--- config.mk ---
export PLATFORM = sky130hd
export DESIGN_NAME = adc_sample_buffer_flat
export DESIGN_NICKNAME = d
export VERILOG_FILES = /design/src/rtl/adc_sample_buffer_if.sv /design/src/rtl/adc_sample_buffer.sv /design/src/flat_wrapper.sv
export SDC_FILE = /design/constraint.sdc
export NUM_CORES = 1
export LEC_CHECK = 0
export ABC_AREA = 1
export CORE_UTILIZATION = 65
export DETAILED_ROUTE_END_ITERATION = 6
export DONT_BUFFER_PORTS = 1
export PLACE_DENSITY = 0.88
export SETUP_SLACK_MARGIN = 0.05
export SLEW_MARGIN = 10
export SYNTH_ARGS = -nofsm -noshare
export SYNTH_HDL_FRONTEND = slang
export SYNTH_SLANG_ARGS = --single-unit
--- constraint.sdc ---
create_clock -name sck -period 7.56 [get_ports sck]
set_input_delay 1.512 -clock sck [delete_from_list [all_inputs] [get_ports sck]]
set_output_delay 1.512 -clock sck [all_outputs]
set_load 0.01 [all_outputs]
--- src/rtl/adc_sample_buffer_if.sv ---
// ============================================================================
// Module  : adc_sample_buffer_if
// Purpose : Bundles the deserialiser inputs, pop request and FIFO status
//           outputs of adc_sample_buffer.
// Revision: 1.0 - initial release
// ============================================================================
`default_nettype none

interface adc_sample_buffer_if #(
    parameter int DATA_W = 12,
    parameter int DEPTH  = 16
);
    localparam int c_LW = $clog2(DEPTH) + 1;

    logic              sdi;
    logic              reading;
    logic              write_en;
    logic              rd_en;
    logic              clr_flags;
    logic [DATA_W-1:0] rd_data;
    logic              rd_valid;
    logic [c_LW-1:0]   level;
    logic              empty;
    logic              full;
    logic              overflow;
    logic              frame_err;

    modport master (
        output sdi, reading, write_en, rd_en, clr_flags,
        input  rd_data, rd_valid, level, empty, full, overflow, frame_err
    );

    modport slave (
        input  sdi, reading, write_en, rd_en, clr_flags,
        output rd_data, rd_valid, level, empty, full, overflow, frame_err
    );
endinterface

`default_nettype wire

--- src/rtl/adc_sample_buffer.sv ---
// ============================================================================
// Module  : adc_sample_buffer
// Purpose : Deserialises ADC DOUT frames and stores them in an overwriting
//           circular FIFO drained through a registered pop port.
// Revision: 1.0 - initial release
// ============================================================================
`default_nettype none

module adc_sample_buffer #(
    parameter int DATA_W = 12,
    parameter int DEPTH  = 16
) (
    input  wire               sck,
    input  wire               reset,
    adc_sample_buffer_if.slave bus_if
);
    localparam int c_AW = $clog2(DEPTH);
    localparam int c_LW = c_AW + 1;
    localparam int c_BW = $clog2(DATA_W + 2);
    localparam logic [c_BW-1:0] c_BC_FULL = c_BW'(DATA_W);
    localparam logic [c_BW-1:0] c_BC_SAT  = c_BW'(DATA_W + 1);
    localparam logic [c_LW-1:0] c_LVL_MAX = c_LW'(DEPTH);

    logic [DATA_W-1:0] mem_q [DEPTH];

    logic [DATA_W-1:0] sr_q,        sr_d;
    logic [c_BW-1:0]   bitcnt_q,    bitcnt_d;
    logic [c_LW-1:0]   wr_ptr_q,    wr_ptr_d;
    logic [c_LW-1:0]   rd_ptr_q,    rd_ptr_d;
    logic [c_LW-1:0]   level_q,     level_d;
    logic              empty_q,     empty_d;
    logic              full_q,      full_d;
    logic [DATA_W-1:0] rd_data_q,   rd_data_d;
    logic              rd_valid_q,  rd_valid_d;
    logic              overflow_q,  overflow_d;
    logic              frame_err_q, frame_err_d;

    logic w_ptr_empty;
    logic w_ptr_full;
    logic w_push;
    logic w_bad_commit;
    logic w_pop;
    logic w_overwrite;

    always_comb begin
        w_ptr_empty  = (wr_ptr_q == rd_ptr_q);
        w_ptr_full   = (wr_ptr_q[c_AW] != rd_ptr_q[c_AW]) &&
                       (wr_ptr_q[c_AW-1:0] == rd_ptr_q[c_AW-1:0]);
        w_push       = bus_if.write_en && (bitcnt_q == c_BC_FULL);
        w_bad_commit = bus_if.write_en && (bitcnt_q != c_BC_FULL);
        // No bypass: a pop at level 0 is ignored even with a same-cycle push.
        w_pop        = bus_if.rd_en && !w_ptr_empty;
        w_overwrite  = w_push && w_ptr_full && !w_pop;

        sr_d        = sr_q;
        bitcnt_d    = bitcnt_q;
        wr_ptr_d    = wr_ptr_q;
        rd_ptr_d    = rd_ptr_q;
        rd_data_d   = rd_data_q;
        rd_valid_d  = w_pop;

        if (bus_if.reading) begin
            sr_d = {sr_q[DATA_W-2:0], bus_if.sdi};
        end
        if (bus_if.write_en) begin
            bitcnt_d = '0;
        end else if (bus_if.reading && (bitcnt_q != c_BC_SAT)) begin
            bitcnt_d = bitcnt_q + 1'b1;
        end

        if (w_push) begin
            wr_ptr_d = wr_ptr_q + 1'b1;
        end
        // An overwrite drops the oldest entry, so the read side advances too.
        if (w_pop || w_overwrite) begin
            rd_ptr_d = rd_ptr_q + 1'b1;
        end
        if (w_pop) begin
            rd_data_d = mem_q[rd_ptr_q[c_AW-1:0]];
        end

        level_d     = wr_ptr_d - rd_ptr_d;
        empty_d     = (level_d == '0);
        full_d      = (level_d == c_LVL_MAX);
        overflow_d  = w_overwrite  | (overflow_q  & ~bus_if.clr_flags);
        frame_err_d = w_bad_commit | (frame_err_q & ~bus_if.clr_flags);
    end

    always_ff @(posedge sck or posedge reset) begin
        if (reset) begin
            sr_q        <= '0;
            bitcnt_q    <= '0;
            wr_ptr_q    <= '0;
            rd_ptr_q    <= '0;
            level_q     <= '0;
            empty_q     <= 1'b1;
            full_q      <= 1'b0;
            rd_data_q   <= '0;
            rd_valid_q  <= 1'b0;
            overflow_q  <= 1'b0;
            frame_err_q <= 1'b0;
        end else begin
            sr_q        <= sr_d;
            bitcnt_q    <= bitcnt_d;
            wr_ptr_q    <= wr_ptr_d;
            rd_ptr_q    <= rd_ptr_d;
            level_q     <= level_d;
            empty_q     <= empty_d;
            full_q      <= full_d;
            rd_data_q   <= rd_data_d;
            rd_valid_q  <= rd_valid_d;
            overflow_q  <= overflow_d;
            frame_err_q <= frame_err_d;
        end
    end

    // Storage needs no reset: only entries between the pointers are ever read.
    always_ff @(posedge sck) begin
        if (w_push) begin
            mem_q[wr_ptr_q[c_AW-1:0]] <= sr_q;
        end
    end

    assign bus_if.rd_data   = rd_data_q;
    assign bus_if.rd_valid  = rd_valid_q;
    assign bus_if.level     = level_q;
    assign bus_if.empty     = empty_q;
    assign bus_if.full      = full_q;
    assign bus_if.overflow  = overflow_q;
    assign bus_if.frame_err = frame_err_q;

endmodule

`default_nettype wire
--- src/flat_wrapper.sv ---
// flat-port wrapper written by rule: the top's interface ports become plain ports
module adc_sample_buffer_flat 
#(
    parameter int DATA_W = 12,
    parameter int DEPTH  = 16
)
  (sck, reset, bus_if_sdi, bus_if_reading, bus_if_write_en, bus_if_rd_en, bus_if_clr_flags, bus_if_rd_data, bus_if_rd_valid, bus_if_level, bus_if_empty, bus_if_full, bus_if_overflow, bus_if_frame_err);
  adc_sample_buffer_if #(.DATA_W(DATA_W), .DEPTH(DEPTH)) bus_if_i ();
  input  wire sck;
  input  wire reset;
  input wire logic [$bits(bus_if_i.sdi)-1:0] bus_if_sdi;
  input wire logic [$bits(bus_if_i.reading)-1:0] bus_if_reading;
  input wire logic [$bits(bus_if_i.write_en)-1:0] bus_if_write_en;
  input wire logic [$bits(bus_if_i.rd_en)-1:0] bus_if_rd_en;
  input wire logic [$bits(bus_if_i.clr_flags)-1:0] bus_if_clr_flags;
  output wire logic [$bits(bus_if_i.rd_data)-1:0] bus_if_rd_data;
  output wire logic [$bits(bus_if_i.rd_valid)-1:0] bus_if_rd_valid;
  output wire logic [$bits(bus_if_i.level)-1:0] bus_if_level;
  output wire logic [$bits(bus_if_i.empty)-1:0] bus_if_empty;
  output wire logic [$bits(bus_if_i.full)-1:0] bus_if_full;
  output wire logic [$bits(bus_if_i.overflow)-1:0] bus_if_overflow;
  output wire logic [$bits(bus_if_i.frame_err)-1:0] bus_if_frame_err;
  assign bus_if_i.sdi = bus_if_sdi;
  assign bus_if_i.reading = bus_if_reading;
  assign bus_if_i.write_en = bus_if_write_en;
  assign bus_if_i.rd_en = bus_if_rd_en;
  assign bus_if_i.clr_flags = bus_if_clr_flags;
  assign bus_if_rd_data = bus_if_i.rd_data;
  assign bus_if_rd_valid = bus_if_i.rd_valid;
  assign bus_if_level = bus_if_i.level;
  assign bus_if_empty = bus_if_i.empty;
  assign bus_if_full = bus_if_i.full;
  assign bus_if_overflow = bus_if_i.overflow;
  assign bus_if_frame_err = bus_if_i.frame_err;
  adc_sample_buffer #(.DATA_W(DATA_W), .DEPTH(DEPTH)) u_core (.sck(sck), .reset(reset), .bus_if(bus_if_i));
endmodule
==> results.yml, run 1 <==
status:
  status: "complete, no violations"
job:
  maxCapViolations: 0
floorplan:
  start_util: 0.670
  pin_count: 29
  rows: 44
  coreArea_um2: 14600
  die_w_um: 125
  die-area_um2: 15500
  chipHeight_um: 125
cts:
  numClockSinks: 240
  root_buffer: "clkbuf_16"
  cts_hold_buf: 0
  ctsResizeCount: 0
  cts_buffer_depth: 3
  path_clk_slew_ns: 0.07
  post-cts-setup-buffers: 0
  cts_max_level: 1
  cts_tree: "done"
  clk_latency_ns: 0.53
  cts_made_buffers: 23
pwr:
  fin_total_pwr_mw: 3.94
  powerDensity_nw_per_um2: 366
  p_leak_nw: 3.80
  ir_drop_mv: 0.368
placement:
  gp_congestion: 0.841
  port-buffer-count: 0
  post-place-cells: 923
  hpwl_um: 12600
  dp_slack_ns: 3.72
  placed_area_um2: 9940
logic_synthesis:
  synth_edf_count: 192
  synth_top_family_by_area: "compound AO/OA/AOI/OAI gates"
  ys_warn_count: 0
  yosys.area.top_type_share: 0.590
  synthAdderAreaFrac: 0.0161
  synth_area_leaders: "edfxtp_1 (59%), dfrtp_1 (12%), o21ai_0 (5.5%)"
  yosysSeqAreaShare: 0.713
  async_flop_share: 0.200
  syn_area_um2: 9780
  yosys.area.top_type: "edfxtp_1"
  synthTopCellsByCount: "edfxtp_1 (192), nor2_1 (131), o21ai_0 (107), nand2_1 (51), dfrtp_1 (47)"
  yosys.area_share.xor_xnor: 0.00806
  synth_most_common_cell: "edfxtp_1"
  ys_ff_latch: 240
  ys_types: 35
  synth_nets: 791
  syn_inst: 772
  synth_compound_area_frac: 0.118
  synthFlopType: "edfxtp_1"
  post_synth_and_or_nand_nor_area_fraction: 0.111
  yosys-mux-area-fraction: 0
  syn_area_per_cell_um2: 12.7
detailed_routing:
  antenna_left: 0
  dr.pass1.iters: 6
  wirelength_um: 24000
  vias: 6678
  route.detailed.drc: 0
  routed_via_density: 6.92
  wire_per_inst_um: 24.9
  drt_iter0_drc: 905
critical_path:
  crit_type: "reg -> reg"
  end_kind: "register"
  start_kind: "register"
  worst_ep_arrival_time_ns: 4.28
  crit_required_ns: 8.01
  path_max_fanout: 16
timing:
  worstMarginPinSlew_ns: 1.12
  fin_crit_sh: 0.507
  max_freq_mhz: 261
  setup_slack_ns: 3.72
  period_needed_ns: 3.84
  setup_violations: 0
  hold_violations: 0
  fin_worst_skew_ns: 0.0189
  max_slew_margin: 0.254
  drv_slew: 0
  tns_ns: 0
  rsz0062_at_grt: "false"
  fin_hold_ws_ns: 0.588
global_route:
  grt-busiest-layer: "met2"
  gr-total-overflow: 0
  use_met3: 0.0739
  grt_pass1_vias: 6838
  antenna_found_initial: 0
  track_usage: 0.317
  grt_max_degree: 100
  grt_pass1_wl_um: 37100
  grt.met1_usage: 0.413
  gr-usage-met2: 0.502
finish:
  syn2layout_area_growth_pct: 10.0
  finalNetCount: 783
  stdcell_area_um2: 10800
  instances_no_fill: 965
  antennaDiodeCount: 0
  fin_util: 0.737
  drive_gt1_frac: 0.122
hold_path:
  hold_path_class: "reg -> reg"
[cells by family (layout without fill, tap and decap cells)]
group | count (synthesis) | in the layout
compound gates | 190 | 190
xor+xnor | 9 | 9
fa+ha+maj | 12 | 12
simple gates | 236 | 236
flops | 240 | 240
buf+inv | 85 | 94
[path summary, 6_finish.rpt]
check	cells past startpoint	slack, ns	to	start
max	16	3.72	u_core.bus_if.full	u_core.rd_ptr_q[3]
min	2	0.59	u_core.bus_if.frame_err	u_core.bus_if.frame_err
max reg2reg	16	3.72	u_core.bus_if.full	u_core.rd_ptr_q[3]
min reg2reg	2	0.59	u_core.bus_if.frame_err	u_core.bus_if.frame_err
max in group asynchronous	1	5.92	u_core.rd_ptr_q[0]	reset
min in group asynchronous	1	1.05	u_core.bitcnt_q[3]	reset
[placed cells by master (no fill, tap or decap), drive strengths merged, types with 9 or more instances in the layout]
cell	n
a31oi	12
clkinv	9
buf	13
nand3	29
o221ai	35
clkbuf	27
ha	11
nand2	62
dfrtp	47
nor2	138
o21ai	108
edfxtp	192
inv	39
o211ai	13
o22ai	14
[sequential cells by signal, summed over array words and instances (netlist names), 4 cells and up]
name / cells
u_core.bitcnt_q: 4
u_core.bus_if.level: 5
u_core.bus_if.rd_data: 12
u_core.mem_q: 192
u_core.rd_ptr_q: 5
u_core.sr_q: 12
u_core.wr_ptr_q: 5
[worst max-delay path, cell delays in order, from the launching register on]
cell and delay [ns]:
dfrtp_1 0.86, inv_1 0.57, nand2_1 0.17, nand2_1 0.10, nor2_4 0.14, nand3_2 0.11
nand2_4 0.13, nand2_8 0.08, xor2_1 0.18, inv_1 0.08, ha_1 0.19, inv_1 0.10
fa_1 0.44, or2_2 0.31, nor2_2 0.12, nand2_2 0.07, nor2_2 0.10
[layout make-up]
| class | count | area (um2) |
|---|---|---|
| Clock inverter | 15 | 215 |
| Fill cell | 816 | 3830 |
| Inverter | 39 | 150 |
| Tap cell | 184 | 230 |
| Clock buffer | 27 | 601 |
| Sequential cell | 240 | 6970 |
| Multi-Input combinational cell | 447 | 2490 |
| Timing Repair Buffer | 13 | 97.6 |
[metal layers]
metal,part of all wire,wire [um]
met1,0.35,8300
met2,0.49,11700
met3,0.12,2960
met4,0.043,1030
met5,0,0
[power breakdown]
part           switching [mW]  internal, mW
combinational           0.714         0.302
clock                   0.497         0.745
sequential              0.151          1.53
total                    1.36          2.58
No activity file was read; power rests on OpenSTA's default activity.
==> inputs of run 2 (changes only) <==
--- a/config.mk
+++ b/config.mk
@@ -6,10 +6,10 @@
 export NUM_CORES = 1
 export LEC_CHECK = 0
 export ABC_AREA = 1
-export CORE_UTILIZATION = 65
+export CORE_UTILIZATION = 57
 export DETAILED_ROUTE_END_ITERATION = 6
 export DONT_BUFFER_PORTS = 1
-export PLACE_DENSITY = 0.88
+export PLACE_DENSITY = 0.82
 export SETUP_SLACK_MARGIN = 0.05
 export SLEW_MARGIN = 10
 export SYNTH_ARGS = -nofsm -noshare
==> constraint.sdc (replaced) <==
create_clock -name sck -period 3.48 [get_ports sck]
set_input_delay 0.696 -clock sck [delete_from_list [all_inputs] [get_ports sck]]
set_output_delay 0.696 -clock sck [all_outputs]
set_load 0.01 [all_outputs]
==> run 2 against run 1 <==
Worst setup slack got worse by 3.5 ns. Sequential cell count unchanged. Power increased by 110%. Final area increased by 0.56%. Die area increased by 14%. Clock skew decreased by 0.0036 ns. Global-route usage decreased by 5.8 points. Clock-buffer cell count increased by 3. Sequential power increased by 120%. Final cell count increased by 5.0%. Sequential share of layout area decreased by 0.36 points.
==> results.yml, run 2 (synthesis gave the netlist of run 1 again) <==
cts:
  cts_max_level: 1
  clk_latency_ns: 0.52
  root_buffer: "clkbuf_16"
  path_clk_slew_ns: 0.06
  cts_buffer_depth: 3
  cts_made_buffers: 24
  ctsResizeCount: 0
  cts_tree: "done"
  numClockSinks: 240
  post-cts-setup-buffers: 0
  cts_hold_buf: 0
hold_path:
  hold_path_class: "in -> reg"
  hp-start: "bus_if_write_en"
timing:
  period_needed_ns: 3.21
  fin_crit_sh: 0.924
  rsz0062_at_grt: "false"
  fin_worst_skew_ns: 0.0153
  worstMarginPinSlew_ns: 1.10
  hold_violations: 0
  tns_ns: 0
  setup_violations: 0
  max_slew_margin: 0.269
  max_freq_mhz: 311
  drv_slew: 0
floorplan:
  chipHeight_um: 133
  pin_count: 29
  die_w_um: 133
  die-area_um2: 17700
  coreArea_um2: 16600
  rows: 47
  start_util: 0.587
critical_path:
  r2r-start: "u_core.rd_ptr_q[0]"
  worst_ep_arrival_time_ns: 3.66
  crit_required_ns: 3.93
  start_kind: "register"
  path_max_fanout: 78
  crit_type: "reg -> reg"
  critPathLaunch: "u_core.rd_ptr_q[0]"
  end_kind: "register"
placement:
  port-buffer-count: 0
  hpwl_um: 13000
  gp_congestion: 0.940
global_route:
  grt_pass1_vias: 6280
  gr-total-overflow: 0
  antenna_found_initial: 0
  grt_pass1_wl_um: 34400
  grt_max_degree: 97
  track_usage: 0.259
finish:
  antennaDiodeCount: 0
  final_cell_mix: "edfxtp_1 (192), nor2_1 (131), o21ai_0 (107)"
  fin_util: 0.650
  syn2layout_area_growth_pct: 10.6
  largest_reg_flops: 192
  finalNetCount: 794
  final_common_cell: "edfxtp_1"
  drive_gt1_frac: 0.122
pwr:
  fin_total_pwr_mw: 8.37
  powerDensity_nw_per_um2: 774
  p_leak_nw: 3.82
  ir_drop_mv: 0.550
detailed_routing:
  drt_iter0_drc: 902
  wire_per_inst_um: 22.2
  route.detailed.drc: 0
  routed_via_density: 6.35
  dr.pass1.iters: 5
  vias: 6434
  antenna_left: 0
  wirelength_um: 22500
job:
  maxCapViolations: 0
status:
  status: "complete, no violations"
## run 2: power breakdown
part           switching (mW)  internal [mW]
sequential              0.315           3.33
clock                    1.05           1.45
combinational            1.55          0.675
## run 2: path summary, 6_finish.rpt
check,slack [ns],end,depth (start not counted)
worst max-delay path,0.27,u_core.bus_if.empty,10
worst min-delay path,0.24,u_core.bitcnt_q[3],1
worst max register to register,0.27,u_core.bus_if.empty,10
worst min register to register,0.59,u_core.bus_if.frame_err,2
max in group asynchronous,2.39,u_core.rd_ptr_q[0],1
min in group asynchronous,0.34,u_core.bitcnt_q[3],1
## run 2: layout make-up
class	count	area (um2)
sequential	240	6970
fill	1111	5830
multi-input combinational	447	2480
clock buffer	30	633
tap	220	275
timing repair buffer	23	173
inverter	39	149
clock inverter	14	139
## run 2: critical path: stages, from the launching register on
cell	delay (ns)
dfrtp_2	0.61
buf_4	0.69
ha_1	0.35
inv_1	0.08
nand2_1	0.08
o21ai_0	0.21
fa_1	0.52
or2_2	0.31
nor2_2	0.12
nand2_2	0.07
nor2_2	0.10
## run 2: stage by stage
| step | worst slack [ns] | hold slack [ns] | std cells | area [um2] |
|---|---|---|---|---|
| 3_3_place_gp | 0.506 | 0.567 | 969 | 10000 |
| 3_5_place_dp | 0.363 | 0.586 | 969 | 10000 |
| 6_report | 0.265 | 0.245 | 1013 | 10800 |
| 5_1_grt | 0.140 | 0.239 | 1013 | 10800 |
| 2_1_floorplan | 0.710 | 0.549 | 772 | 9780 |
| 4_1_cts | 0.324 | 0.239 | 1013 | 10800 |
## run 2: metal layers
layer  up-vias  global-route usage  share of wire
met5         -                   0              0
met4         0               0.114          0.038
met3        79              0.0479           0.11
met2       444               0.417           0.48
met1      3101               0.347           0.37
li1       2810                   -              -
==> inputs of run 3 (changes only) <==
--- a/config.mk
+++ b/config.mk
@@ -6,6 +6,7 @@
 export NUM_CORES = 1
 export LEC_CHECK = 0
 export ABC_AREA = 1
+export CORE_ASPECT_RATIO = 0.7
 export CORE_UTILIZATION = 57
 export DETAILED_ROUTE_END_ITERATION = 6
 export DONT_BUFFER_PORTS = 1
==> run 3 against run 2 <==
The run now ends with design-rule violations left. Power down 0.71%. Clock power down 2%. Die area about the same. Sequential cell count unchanged. Worst hold slack better by 0.016 ns. Utilization up 0.62 points.
==> results.yml, run 3 (synthesis gave the netlist of run 1 again) <==
critical_path:
  end_kind: "register"
  r2r-start: "u_core.bitcnt_q[0]"
  worst_ep_arrival_time_ns: 3.46
  path_max_fanout: 9
  slowest_stage: "fa_1"
  r2r_cells: 17
  crit_end: "u_core.bus_if.full"
  cp_slowest_stage_delay_ns: 0.45
  path_cells: "inv_1 > ha_1 > nand3_4 > nor2_8 > inv_4 > nor2_4 > nand3_4 > nand2_8 > xor2_1 > inv_1 > ha_1 > inv_1 > fa_1 > or2_2 > nor2_2 > nand2_2 > nor2_2"
  crit_type: "reg -> reg"
  rrSetupSlack_ns: 0.45
  crit_required_ns: 3.91
  cp_common_cell: "inv_1"
  r2r-end: "u_core.bus_if.full"
  critPathLaunch: "u_core.bitcnt_q[0]"
  start_kind: "register"
timing:
  tns_ns: 0
  setup_slack_ns: 0.451
  worstMarginPinSlew_ns: 0.999
  max_freq_mhz: 330
  period_needed_ns: 3.03
  rsz0062_at_grt: "false"
  hold_violations: 0
  fin_crit_sh: 0.870
  drv_slew: 0
  setup_violations: 0
  max_slew_margin: 0.333
  fin_worst_skew_ns: 0.00978
pwr:
  p_leak_nw: 3.86
  powerDensity_nw_per_um2: 766
  ir_drop_mv: 0.470
finish:
  antennaDiodeCount: 0
  final_cell_mix: "edfxtp_1 (192), nor2_1 (131), o21ai_0 (107)"
  finalNetCount: 800
  syn2layout_area_growth_pct: 11.0
  final_common_cell: "edfxtp_1"
  instances_no_fill: 1022
  drive_gt1_frac: 0.133
  largest_reg_flops: 192
hold_path:
  hold_path_class: "in -> reg"
cts:
  cts_made_buffers: 22
  cts_max_level: 1
  cts_hold_buf: 0
  post-cts-setup-buffers: 0
  path_clk_slew_ns: 0.06
  cts_buffer_depth: 3
  cts_tree: "done"
  numClockSinks: 240
  clk_latency_ns: 0.50
  root_buffer: "clkbuf_16"
  ctsResizeCount: 0
floorplan:
  die_w_um: 159
  pin_count: 29
  chipHeight_um: 112
  die-area_um2: 17700
  start_util: 0.591
  coreArea_um2: 16500
  rows: 39
global_route:
  antenna_found_initial: 0
  gr-total-overflow: 0
  grt_pass1_wl_um: 34700
  track_usage: 0.269
  grt_pass1_vias: 6227
  grt_max_degree: 97
detailed_routing:
  vias: 6403
  drt_iter0_drc: 901
  wirelength_um: 23100
  wire_per_inst_um: 22.6
  routed_via_density: 6.27
  route.detailed.drc: 1
  dr.pass1.iters: 7
  antenna_left: 0
placement:
  post-place-cells: 982
  gp_congestion: 0.835
  port-buffer-count: 0
  dp_slack_ns: 0.491
  hpwl_um: 13700
job:
  maxCapViolations: 0
status:
  violations: "design-rule violations"
  status: "finished, violations left"
run 3: changes by cell type in the layout (fill, tap and decap cells not counted), sizes merged:
cell / before / now
clkbuf: 30 / 29
buf: 23 / 31
clkinv: 9 / 8
clkinvlp: 2 / 1
inv: 40 / 39
run 3: power by group:
part | switching (mW) | internal (mW) | leakage (nW)
registers | 0.292 | 3.33 | 2.28
logic | 1.55 | 0.705 | 1.21
clock network | 1.00 | 1.44 | 0.370
run 3: worst min path at each step:
stage / startpoint / to / slack [ns] / cells past startpoint
floorplan: u_core.bus_if.frame_err / u_core.bus_if.frame_err / 0.55 / 2
global placement: u_core.bus_if.frame_err / u_core.bus_if.frame_err / 0.57 / 2
detailed placement: u_core.bus_if.frame_err / u_core.bus_if.frame_err / 0.59 / 2
CTS: bus_if_write_en / u_core.bitcnt_q[3] / 0.24 / 1
global route: bus_if_write_en / u_core.bitcnt_q[3] / 0.24 / 1
finish: bus_if_write_en / u_core.bitcnt_q[3] / 0.26 / 1
run 3: metal layers:
layer  global-route usage  part of all wire
met1                0.381              0.40
met2                0.409              0.47
met3               0.0666              0.11
met4               0.0910             0.027
met5                    0                 0
run 3: area by class of cell:
class                           count  area [um2]
Clock buffer                       29         638
Clock inverter                     11         105
Tap cell                          225         282
Fill cell                        1152        5690
Inverter                           39         149
Sequential cell                   240        6970
Multi-Input combinational cell    447        2480
Timing Repair Buffer               31         233
run 3: through the flow:
step	util	power [mW]	hold WS, ns	instance area [um2]
after floorplan	-	5.21	0.549	9780
final	0.656	8.31	0.261	10900
after global routing	0.656	8.70	0.243	10900
after detailed placement	0.611	5.88	0.585	10100
after CTS	0.656	8.31	0.239	10900
after global placement	0.611	5.74	0.565	10100
run 3: critical path, delay by kind of cell, from the launching register on:
kind	cells	cell delay, ns
buffers and inverters	4	0.33
xor gates and xnor gates	1	0.14
and+or+nand+nor	9	1.24
adders and majority gates	3	0.82
DFF	1	0.43
